--- src/rtl/dut_seq_ctrl_if.sv ---
// Handshake/data bundle between the sequencer and its driver, plus the locked-DUT side.
// master: the controlling environment; slave: dut_seq_ctrl.
interface dut_seq_ctrl_if;
    logic        start;
    logic        abort;
    logic [35:0] in_vec;
    logic [9:0]  key_vec;
    logic [6:0]  exp_out;
    logic [7:0]  run_count;
    logic [45:0] dut_inputs;
    logic [6:0]  dut_outputs;
    logic        trigger;
    logic        busy;
    logic        done;
    logic        err;
    logic        aborted;
    logic [6:0]  result;
    logic [7:0]  mismatch_cnt;

    modport master (
        output start, abort, in_vec, key_vec, exp_out, run_count, dut_outputs,
        input  dut_inputs, trigger, busy, done, err, aborted, result, mismatch_cnt
    );

    modport slave (
        input  start, abort, in_vec, key_vec, exp_out, run_count, dut_outputs,
        output dut_inputs, trigger, busy, done, err, aborted, result, mismatch_cnt
    );
endinterface

--- src/rtl/dut_seq_ctrl.sv ---
// Iterative stimulus sequencer for a locked DUT: trigger lead, apply, capture, gap,
// with mismatch counting against an expected response.
module dut_seq_ctrl #(
    parameter int unsigned TRIG_LEAD     = 2,
    parameter int unsigned SETTLE_CYCLES = 4,
    parameter int unsigned GAP_CYCLES    = 3
) (
    input logic           clk,
    input logic           rst_n,
    dut_seq_ctrl_if.slave bus
);
    typedef enum logic [2:0] {StIdle, StPre, StApply, StCapture, StGap, StDone} state_e;

    localparam logic [7:0] PreLast   = 8'(TRIG_LEAD - 1);
    localparam logic [7:0] ApplyLast = 8'(SETTLE_CYCLES - 1);
    localparam logic [7:0] GapLast   = 8'(GAP_CYCLES - 1);

    state_e      state_q, state_d;
    logic [7:0]  phase_q, phase_d;
    logic [7:0]  iter_q, iter_d;
    logic [35:0] in_q, in_d;
    logic [9:0]  key_q, key_d;
    logic [6:0]  exp_q, exp_d;
    logic [6:0]  result_q, result_d;
    logic [7:0]  mm_q, mm_d;
    logic        err_q, err_d;
    logic        aborted_q, aborted_d;

    always_comb begin
        state_d   = state_q;
        phase_d   = phase_q + 8'd1;
        iter_d    = iter_q;
        in_d      = in_q;
        key_d     = key_q;
        exp_d     = exp_q;
        result_d  = result_q;
        mm_d      = mm_q;
        err_d     = err_q;
        aborted_d = aborted_q;
        unique case (state_q)
            StIdle: begin
                phase_d = '0;
                if (bus.start) begin
                    in_d      = bus.in_vec;
                    key_d     = bus.key_vec;
                    exp_d     = bus.exp_out;
                    iter_d    = bus.run_count;
                    err_d     = (bus.run_count == 8'd0);
                    aborted_d = 1'b0;
                    mm_d      = '0;
                    state_d   = (bus.run_count == 8'd0) ? StDone : StPre;
                end
            end
            StPre: begin
                if (phase_q == PreLast) begin
                    state_d = StApply;
                    phase_d = '0;
                end
            end
            StApply: begin
                if (phase_q == ApplyLast) begin
                    state_d = StCapture;
                    phase_d = '0;
                end
            end
            StCapture: begin
                result_d = bus.dut_outputs;
                if (bus.dut_outputs != exp_q && mm_q != 8'hFF) begin
                    mm_d = mm_q + 8'd1;
                end
                iter_d  = iter_q - 8'd1;
                state_d = StGap;
                phase_d = '0;
            end
            StGap: begin
                if (phase_q == GapLast) begin
                    phase_d = '0;
                    state_d = (iter_q != 8'd0) ? StPre : StDone;
                end
            end
            StDone: begin
                state_d = StIdle;
                phase_d = '0;
            end
            default: begin
                state_d = StIdle;
                phase_d = '0;
            end
        endcase
        // Abort overrides everything, including a capture in this same cycle.
        if (state_q != StIdle && bus.abort) begin
            state_d   = StIdle;
            phase_d   = '0;
            iter_d    = iter_q;
            result_d  = result_q;
            mm_d      = mm_q;
            aborted_d = 1'b1;
        end
    end

    always_ff @(posedge clk or negedge rst_n) begin
        if (!rst_n) begin
            state_q   <= StIdle;
            phase_q   <= '0;
            iter_q    <= '0;
            in_q      <= '0;
            key_q     <= '0;
            exp_q     <= '0;
            result_q  <= '0;
            mm_q      <= '0;
            err_q     <= 1'b0;
            aborted_q <= 1'b0;
        end else begin
            state_q   <= state_d;
            phase_q   <= phase_d;
            iter_q    <= iter_d;
            in_q      <= in_d;
            key_q     <= key_d;
            exp_q     <= exp_d;
            result_q  <= result_d;
            mm_q      <= mm_d;
            err_q     <= err_d;
            aborted_q <= aborted_d;
        end
    end

    // Outputs decode from state only; key stays on the bus from PRE through DONE.
    always_comb begin
        bus.dut_inputs = '0;
        bus.trigger    = 1'b0;
        unique case (state_q)
            StPre: begin
                bus.dut_inputs = {key_q, 36'b0};
                bus.trigger    = 1'b1;
            end
            StApply: begin
                bus.dut_inputs = {key_q, in_q};
                bus.trigger    = 1'b1;
            end
            StCapture: bus.dut_inputs = {key_q, in_q};
            StGap:     bus.dut_inputs = {key_q, 36'b0};
            StDone:    bus.dut_inputs = {key_q, 36'b0};
            default:   bus.dut_inputs = '0;
        endcase
    end

    assign bus.busy         = (state_q != StIdle);
    assign bus.done         = (state_q == StDone);
    assign bus.err          = err_q;
    assign bus.aborted      = aborted_q;
    assign bus.result       = result_q;
    assign bus.mismatch_cnt = mm_q;
endmodule
--- src/flat_wrapper.sv ---
// flat-port wrapper written by rule: the top's interface ports become plain ports
module dut_seq_ctrl_flat 
#(
    parameter int unsigned TRIG_LEAD     = 2,
    parameter int unsigned SETTLE_CYCLES = 4,
    parameter int unsigned GAP_CYCLES    = 3
)
  (clk, rst_n, bus_start, bus_abort, bus_in_vec, bus_key_vec, bus_exp_out, bus_run_count, bus_dut_outputs, bus_dut_inputs, bus_trigger, bus_busy, bus_done, bus_err, bus_aborted, bus_result, bus_mismatch_cnt);
  dut_seq_ctrl_if bus_i ();
  input logic clk;
  input logic rst_n;
  input wire logic [$bits(bus_i.start)-1:0] bus_start;
  input wire logic [$bits(bus_i.abort)-1:0] bus_abort;
  input wire logic [$bits(bus_i.in_vec)-1:0] bus_in_vec;
  input wire logic [$bits(bus_i.key_vec)-1:0] bus_key_vec;
  input wire logic [$bits(bus_i.exp_out)-1:0] bus_exp_out;
  input wire logic [$bits(bus_i.run_count)-1:0] bus_run_count;
  input wire logic [$bits(bus_i.dut_outputs)-1:0] bus_dut_outputs;
  output wire logic [$bits(bus_i.dut_inputs)-1:0] bus_dut_inputs;
  output wire logic [$bits(bus_i.trigger)-1:0] bus_trigger;
  output wire logic [$bits(bus_i.busy)-1:0] bus_busy;
  output wire logic [$bits(bus_i.done)-1:0] bus_done;
  output wire logic [$bits(bus_i.err)-1:0] bus_err;
  output wire logic [$bits(bus_i.aborted)-1:0] bus_aborted;
  output wire logic [$bits(bus_i.result)-1:0] bus_result;
  output wire logic [$bits(bus_i.mismatch_cnt)-1:0] bus_mismatch_cnt;
  assign bus_i.start = bus_start;
  assign bus_i.abort = bus_abort;
  assign bus_i.in_vec = bus_in_vec;
  assign bus_i.key_vec = bus_key_vec;
  assign bus_i.exp_out = bus_exp_out;
  assign bus_i.run_count = bus_run_count;
  assign bus_i.dut_outputs = bus_dut_outputs;
  assign bus_dut_inputs = bus_i.dut_inputs;
  assign bus_trigger = bus_i.trigger;
  assign bus_busy = bus_i.busy;
  assign bus_done = bus_i.done;
  assign bus_err = bus_i.err;
  assign bus_aborted = bus_i.aborted;
  assign bus_result = bus_i.result;
  assign bus_mismatch_cnt = bus_i.mismatch_cnt;
  dut_seq_ctrl #(.TRIG_LEAD(TRIG_LEAD), .SETTLE_CYCLES(SETTLE_CYCLES), .GAP_CYCLES(GAP_CYCLES)) u_core (.clk(clk), .rst_n(rst_n), .bus(bus_i));
endmodule
--- config.mk ---
export PLATFORM = sky130hd
export DESIGN_NAME = dut_seq_ctrl_flat
export DESIGN_NICKNAME = d
export VERILOG_FILES = /design/src/rtl/dut_seq_ctrl_if.sv /design/src/rtl/dut_seq_ctrl.sv /design/src/flat_wrapper.sv
export SDC_FILE = /design/constraint.sdc
export NUM_CORES = 1
export LEC_CHECK = 0
export BUFFER_PORTS_ARGS = -buffer_cell sky130_fd_sc_hd__clkbuf_2
export CORE_ASPECT_RATIO = 1.75
export CORE_MARGIN = 2
export CORE_UTILIZATION = 55
export CTS_CLUSTER_SIZE = 30
export DETAILED_ROUTE_END_ITERATION = 10
export PLACE_DENSITY_LB_ADDON = 0.2
export RECOVER_POWER = 25
export SLEW_MARGIN = 20
export SYNTH_ARGS = -nofsm -noshare
export SYNTH_HDL_FRONTEND = slang
export SYNTH_SLANG_ARGS = --single-unit
--- constraint.sdc ---
create_clock -name clk -period 3.9 [get_ports clk]
set_input_delay 0.195 -clock clk [delete_from_list [all_inputs] [get_ports clk]]
set_output_delay 0.195 -clock clk [all_outputs]
set_load 0.01 [all_outputs]
==> results.md, run 1 <==
* Status: completed
* Post-Syn Area at ~4400 um^2
* DIE HEIGHT at approximately 120 um
* Commonest cells in the synthesized netlist: 176 x nand2_1, 89 x dfrtp_1, 52 x and2_1, 23 x nor2_1
* Asr flop ratio synth at between 90% and 100%
* WP data arrival at around 2.2 ns
* # IOs at approximately 140
* CTS Hold Buffers Added at 1
* Maximum VDD drop at approximately 0.44 mV
* Core Footprint at between 7000 and 8000 um^2
* Crit path cell chain: nor3_1, a21oi_1, and2_1, clkbuf_2
* Max_slew headroom at between 30 and 40%
* Final Skew at 0.00894 ns
* Syn-to-layout area delta at 23.3%
* Fraction of layout instances using a drive strength above 1 at about a quarter
* Crit Path Max Fanout at 19
* Endpoints failing setup at 0
* Post-synthesis cell type count at 46
* Routability Congestion at roughly 0.85
* Most common cell in the netlist: nand2_1
* Vias/cell at 5.25
* CTS max path bufs at 2
* Filler cells at 664
* Synth Net Count at 580
* Part of the cycle the worst path needs at between 60% and 70%
* Total CTS buffers at 9
* Clk root buf: clkbuf_16
* EDFF count, synth at 0
* RSZ-0062 raised after global routing: false
* Clock latency on the worst-skew pair at around 0.34 ns
* FF+latch count, synth at between 80 and 90
* CTS tree: yes
* Clock period minus worst slack at 2.35 ns
* Post-Syn Instances at about 500
* Family with the most delay on the worst path: flip-flops
* # Max-Cap Violations at 0
* PD cells at roughly 730 nW/um^2
* WP data required at 3.70 ns
* Leakage at 2.93 nW
* # rows at between 40 and 50
* Crit end category: primary output
* Overall power at roughly 4.0 mW
* Fin. max-slew vios at 0
* Top cell type by total area after synthesis: dfrtp_1
* Worst-Margin Slew at a little over 1 ns
* Maximum number of pins on one net before global-route repair at 61
* Nature of the critical path startpoint: register
* Top FF cell, synth: dfrtp_1
* Max Fclk at around 430 MHz
* Sequential share of the synthesized area at 50.8%
* First-pass GRT wire length at 16.8 mm
* Area share of the largest cell type after synthesis at just over 50%
* Layout Nets at between 700 and 800
* Synth area leaders: dfrtp_1 51%, nand2_1 15%, and2_1 7.4%, xor2_1 2.4%, mux2_2 2.1%
* Initial core utilization at 55.8%
* Setup_tns at 0 ns
* Routed Antenna Nets at 0
* Synth warn at 0
* # DRC at 0
* Clock transition at path regs at ~0.06 ns
* Util after Layout at between 60% and 70%
* Router iterations before antenna repair at 4
* Crit path largest cell delay at 0.69 ns
* Final hold vios at 0
* DIE AREA at ~8700 um^2
* Worst path slowest cell: dfrtp_1
* Crit Path Category: reg -> out
* Postcts setup bufs at 0
* Gr ovfl total at 0
* Initial DRC Count at 222
* Port bufs at roughly 140
* Dpl hpwl at about 7.2 mm
* CTS resizes at 0
* H-tree depth at 3
* CTS Sinks at 89
* DIE WIDTH at ~70 um
* Initial antenna violation count at 0
* WL/cell at 14.3 um
* Min-Delay Path Class: in -> reg
* Vias in the first global route at 3,718
* Synth Area per Inst at ~9 um^2
* GRT Total Usage at ~25%
* Drt total wl at roughly 10 mm
* Vias at 3,775
* Antenna cell count at 0
* WP buf/inv at 1
cells by family after synthesis:
family	synth area share, %
adder cells (fa/ha/maj)	2.00
XOR/XNOR	2.80
AO/OA/AOI/OAI	6.79
buffers and inverters	3.17
AND/OR/NAND/NOR	31.5
flip-flops	50.8
multiplexers	2.97
worst paths after layout:
path | cells after the start | from | slack, ns | end
max in group asynchronous | 3 | rst_n | 2.53 | u_core.in_q[2]
worst min-delay path | 3 | bus_key_vec[5] | 0.04 | u_core.key_q[5]
worst max-delay path | 4 | u_core.state_q[2] | 1.55 | bus_dut_inputs[39]
worst max register to register | 5 | u_core.state_q[1] | 1.66 | u_core.bus.mismatch_cnt[0]
worst min register to register | 2 | u_core.in_q[23] | 0.46 | u_core.in_q[23]
min in group asynchronous | 2 | rst_n | 0.45 | u_core.bus.result[5]
worst min-delay path, cell delays in order:
cell	delay (ns)
clkbuf_2	0.08
nand2_1	0.04
nand2_1	0.04
flip-flops by register name (all words and copies together), names as in the netlist:
name	cells
u_core.key_q	10
u_core.phase_q	8
u_core.bus.err	1
u_core.exp_q	7
u_core.bus.mismatch_cnt	8
u_core.state_q	3
u_core.iter_q	8
u_core.bus.result	7
u_core.bus.aborted	1
u_core.in_q	36
final cells by class:
type                            instances  area, um^2  share of cell area [%]
Sequential cell                        89        2230                    41.2
Multi-Input combinational cell        379        2030                    37.5
Timing Repair Buffer                  140         704                    13.0
Clock buffer                           15         308                    5.70
Tap cell                               90         113                    2.08
Inverter                                5        18.8                   0.347
Clock inverter                          1        5.00                  0.0926
cell usage in the layout (no fill, tap or decap), drive strengths merged, types with 5 or more instances in the layout:
master	n
dfrtp	89
ha	7
xor2	12
and3	5
mux2	8
nor4	5
clkbuf	151
and2	52
nand2	176
nand3	8
nor2b	6
inv	5
o21ai	16
a21oi	12
nor3	7
nand4	5
nor2	23
per-stage QoR:
stage | instance area, um^2 | cells | hold slack, ns | worst slack [ns]
5_1_grt | 5400 | 719 | 0.0422 | 1.30
3_5_place_dp | 5080 | 702 | 0.291 | 1.71
3_3_place_gp | 5080 | 702 | 0.288 | 1.79
2_1_floorplan | 4380 | 501 | -0.101 | 2.14
6_report | 5400 | 719 | 0.0448 | 1.55
4_1_cts | 5410 | 719 | 0.0363 | 1.52
per-layer routing:
metal	share of wire [%]	track usage (%)	vias to the layer above
met2	52	42.5	118
met4	1.8	9.32	0
li1	-	-	1861
met3	5.9	6.87	13
met1	40	28.5	1783
met5	0	0	-
power by group:
group / total, mW / internal [mW] / switching [mW]
registers: 1.56 / 1.30 / 0.260
clock network: 0.873 / 0.535 / 0.338
logic: 1.53 / 0.596 / 0.936
total: 3.96 / 2.43 / 1.53
Note: power is estimated with default switching activity, not from simulation.
==> run 2, diff against run 1 <==
--- a/config.mk
+++ b/config.mk
@@ -5,10 +5,11 @@
 export SDC_FILE = /design/constraint.sdc
 export NUM_CORES = 1
 export LEC_CHECK = 0
+export ABC_AREA = 1
 export BUFFER_PORTS_ARGS = -buffer_cell sky130_fd_sc_hd__clkbuf_2
 export CORE_ASPECT_RATIO = 1.75
 export CORE_MARGIN = 2
-export CORE_UTILIZATION = 55
+export CORE_UTILIZATION = 47
 export CTS_CLUSTER_SIZE = 30
 export DETAILED_ROUTE_END_ITERATION = 10
 export PLACE_DENSITY_LB_ADDON = 0.2
==> constraint.sdc (replaced) <==
create_clock -name clk -period 2 [get_ports clk]
set_input_delay 0.1 -clock clk [delete_from_list [all_inputs] [get_ports clk]]
set_output_delay 0.1 -clock clk [all_outputs]
set_load 0.01 [all_outputs]
==> run 2 against run 1 <==
  * First-iteration DRC count decreased by 18%
  * Area after synthesis increased by 2.1%
  * Core utilization decreased by 4.0 points
  * Via count increased by 13%
  * Flip-flop and latch count unchanged
  * Sequential power increased by 83%
  * Combinational power increased by 120%
  * Sequential share of layout area decreased by 4.5 points
==> results.md, run 2 <==
* Layout Nets at between 800 and 900
* Max_slew headroom at approximately 40%
* Clock latency on the worst-skew pair at around 0.33 ns
* Top cell type by total area after synthesis: dfrtp_1
* Fraction of layout instances using a drive strength above 1 at between 20% and 30%
* Hold Crit Depth at 3
* Filler cells at between 700 and 800
* # DRC at 0
* Multi-input gate area at 1790 um^2
* RSZ-0062 raised after global routing: false
* Worst R2R Start: u_core.state_q[2]
* WP buf/inv at 2
* EDFF count, synth at 0
* CTS tree: yes
* CTS Sinks at 89
* FF+latch count, synth at a little under 90
* Routability Congestion at approximately 0.83
* Initial antenna violation count at 0
* Vias in the first global route at ~4,300
* Max Fclk at about 560 MHz
* # IOs at between 100 and 150
* Most frequent cells in the layout: 141 x nand2_1, 127 x clkbuf_2, 90 x nor2_1
* Synth Area per Inst at around 8 um^2
* Status: completed
* Syn-to-layout area delta at 35.5%
* Synth area leaders: dfrtp_1 50%, nand2_1 12%, nor2_1 7.6%, inv_1 7.3%, o21ai_0 7.3%
* Crit path largest cell delay at around 0.4 ns
* Sequential share of the synthesized area at roughly half
* Maximum VDD drop at between 0.7 and 0.8 mV
* Endpoints failing setup at 0
* Placed Cells at 821
* DIE HEIGHT at roughly 130 um
* Hold endpoint: u_core.key_q[2]
* Most common cell in the netlist: nand2_1
* Router iterations before antenna repair at 4
* Synth Net Count at around 660
* Area share of the largest cell type after synthesis at between 40 and 50%
* Min-delay src: bus_key_vec[2]
* Crit Path Category: reg -> out
* Commonest cells in the synthesized netlist: 141 x nand2_1, 91 x nor2_1, 89 x dfrtp_1, 87 x inv_1, 65 x o21ai_0
* Family with the most delay on the worst path: simple AND/OR/NAND/NOR gates
* Port bufs at roughly 140
* GRT Total Usage at between 20% and 30%
* Core Footprint at between 9000 and 10,000 um^2
* First-pass GRT wire length at 18.7 mm
* WP data arrival at about 1.7 ns
* Crit Path Max Fanout at 10
* Setup_tns at 0 ns
* Vias/cell at approximately 4.8
* WL/cell at ~12 um
* Antenna cell count at 0
* DIE WIDTH at about 78 um
* Initial DRC Count at approximately 180
* Top FF cell, synth: dfrtp_1
* Nature of the critical path startpoint: register
* Gr ovfl total at 0
* Non-filler cells, final at 889
* Largest regs: u_core.in_q: 36 flops, u_core.key_q: 10 flops
* Top reg by flops: u_core.in_q
* Dpl hpwl at between 7 and 8 mm
* # Max-Cap Violations at 0
* WP data required at approximately 1.9 ns
* Final Skew at 0.00772 ns
* Leakage at 3.18 nW
* Min-Delay Path Class: in -> reg
* Asr flop ratio synth at 100%
* Final hold vios at 0
* Crit end category: primary output
* H-tree depth at 3
* CTS max path bufs at 2
* Maximum number of pins on one net before global-route repair at 72
* PD cells at between 1000 and 1500 nW/um^2
* # rows at 47
* Post-Syn Area at between 4000 and 5000 um^2
* Leading cell type in the layout, fill and taps excluded: nand2_1
* Worst-Margin Slew at ~0.9 ns
* Synth warn at 0
* Worst Reg2Reg Path Length in Cells at 6
* Reg2reg end: u_core.bus.mismatch_cnt[6]
* Reg-to-reg slack, setup at roughly 0.27 ns
* Worst-case hold slack at ~0.017 ns
* Clk root buf: clkbuf_16
* Reg area at about 2200 um^2
* Vias at ~4,300
* Clock period minus worst slack at approximately 1.8 ns
* Initial core utilization at between 40% and 50%
* Clock transition at path regs at about 0.060 ns
* Fin. max-slew vios at 0
* Routed Antenna Nets at 0
* Drt total wl at approximately 11 mm
* Part of the cycle the worst path needs at 88.8%
* Post-Syn Instances at between 500 and 600
* Max reg flops at 36
* Post-synthesis cell type count at 29
* Overall power at between 7 and 8 mW
* Total CTS buffers at 9
* Crit path cell chain: nor2_1, inv_1, nor2_2, nor2_2, nor2_1, clkbuf_2
* Worst path slowest cell: dfrtp_1
* DIE AREA at just over 10,000 um^2
[run 2: changes by cell type after synthesis, sizes merged, moves of 4 or more]
cell    delta
mux2       -8
a21oi      -8
inv       +86
and2      -52
nand2     -28
and3       -5
clkbuf    -12
nor2      +69
nand3      +9
nand2b     -4
mux2i      -4
nor4       -5
nor2b      -6
o21ai     +63
[run 2: timing repair]
action / CTS / global route
buffers inserted: 0 / 0
hold buffers: 52 / 0
resized for setup: 0 / 1
hold endpoints to repair: 84 / 0
setup endpoints to repair: 0 / 2
[run 2: cell families (layout without fill, tap and decap cells)]
family / Yosys count / after routing / share of synthesized area [%]
AND/OR/NAND/NOR: 268 / 268 / 24.6
flip-flops: 89 / 89 / 49.8
adder cells (fa/ha/maj): 7 / 7 / 1.96
AO/OA/AOI/OAI: 91 / 91 / 11.2
buffers and inverters: 110 / 301 / 10.3
XOR/XNOR: 11 / 11 / 2.15
[run 2: stage by stage]
stage	area, um^2	util (%)	worst slack (ns)
4_1_cts	6070	65.0	0.0976
5_1_grt	6060	64.8	0.0916
3_5_place_dp	5270	56.4	0.281
2_1_floorplan	4470	-	0.540
6_report	6060	64.8	0.224
3_3_place_gp	5270	56.4	0.337
[run 2: area by class of cell]
cell class / count / area share [%]
inverter: 91 / 5.68
multi-input combinational: 377 / 29.5
clock buffer: 11 / 4.00
clock inverter: 5 / 0.640
timing repair buffer: 194 / 20.9
tap: 122 / 2.52
sequential: 89 / 36.7
[run 2: layer usage]
| layer | track usage, % | up-vias | routed length [um] |
|---|---|---|---|
| li1 | - | 2144 | - |
| met1 | 26.3 | 1961 | 4550 |
| met2 | 39.8 | 150 | 5690 |
| met3 | 4.77 | 19 | 602 |
| met4 | 9.03 | 0 | 262 |
| met5 | 0 | - | 0 |
[run 2: worst min-delay path, delay by kind of cell]
kind	cells	cell delay, ns
buffers and inverters	1	0.09
AOI/OAI and AO/OA	1	0.06
and+or+nand+nor	1	0.05
[run 2: power by group]
part           switching, mW  internal [mW]  leakage (nW)
logic                   2.17           1.17          1.92
registers              0.317           2.53          1.13
clock network          0.707          0.884         0.136
total                   3.19           4.59          3.18
[run 2: how the worst max path moves through the flow]
stage | start | end | slack [ns] | depth (start not counted)
floorplan | u_core.bus.mismatch_cnt[0] | u_core.bus.mismatch_cnt[5] | 0.54 | 8
global placement | u_core.state_q[2] | u_core.bus.mismatch_cnt[3] | 0.34 | 6
detailed placement | u_core.state_q[2] | u_core.bus.mismatch_cnt[6] | 0.28 | 6
CTS | u_core.state_q[0] | bus_dut_inputs[41] | 0.1 | 6
global route | u_core.state_q[1] | bus_dut_inputs[41] | 0.09 | 7
finish | u_core.state_q[0] | bus_dut_inputs[41] | 0.22 | 6
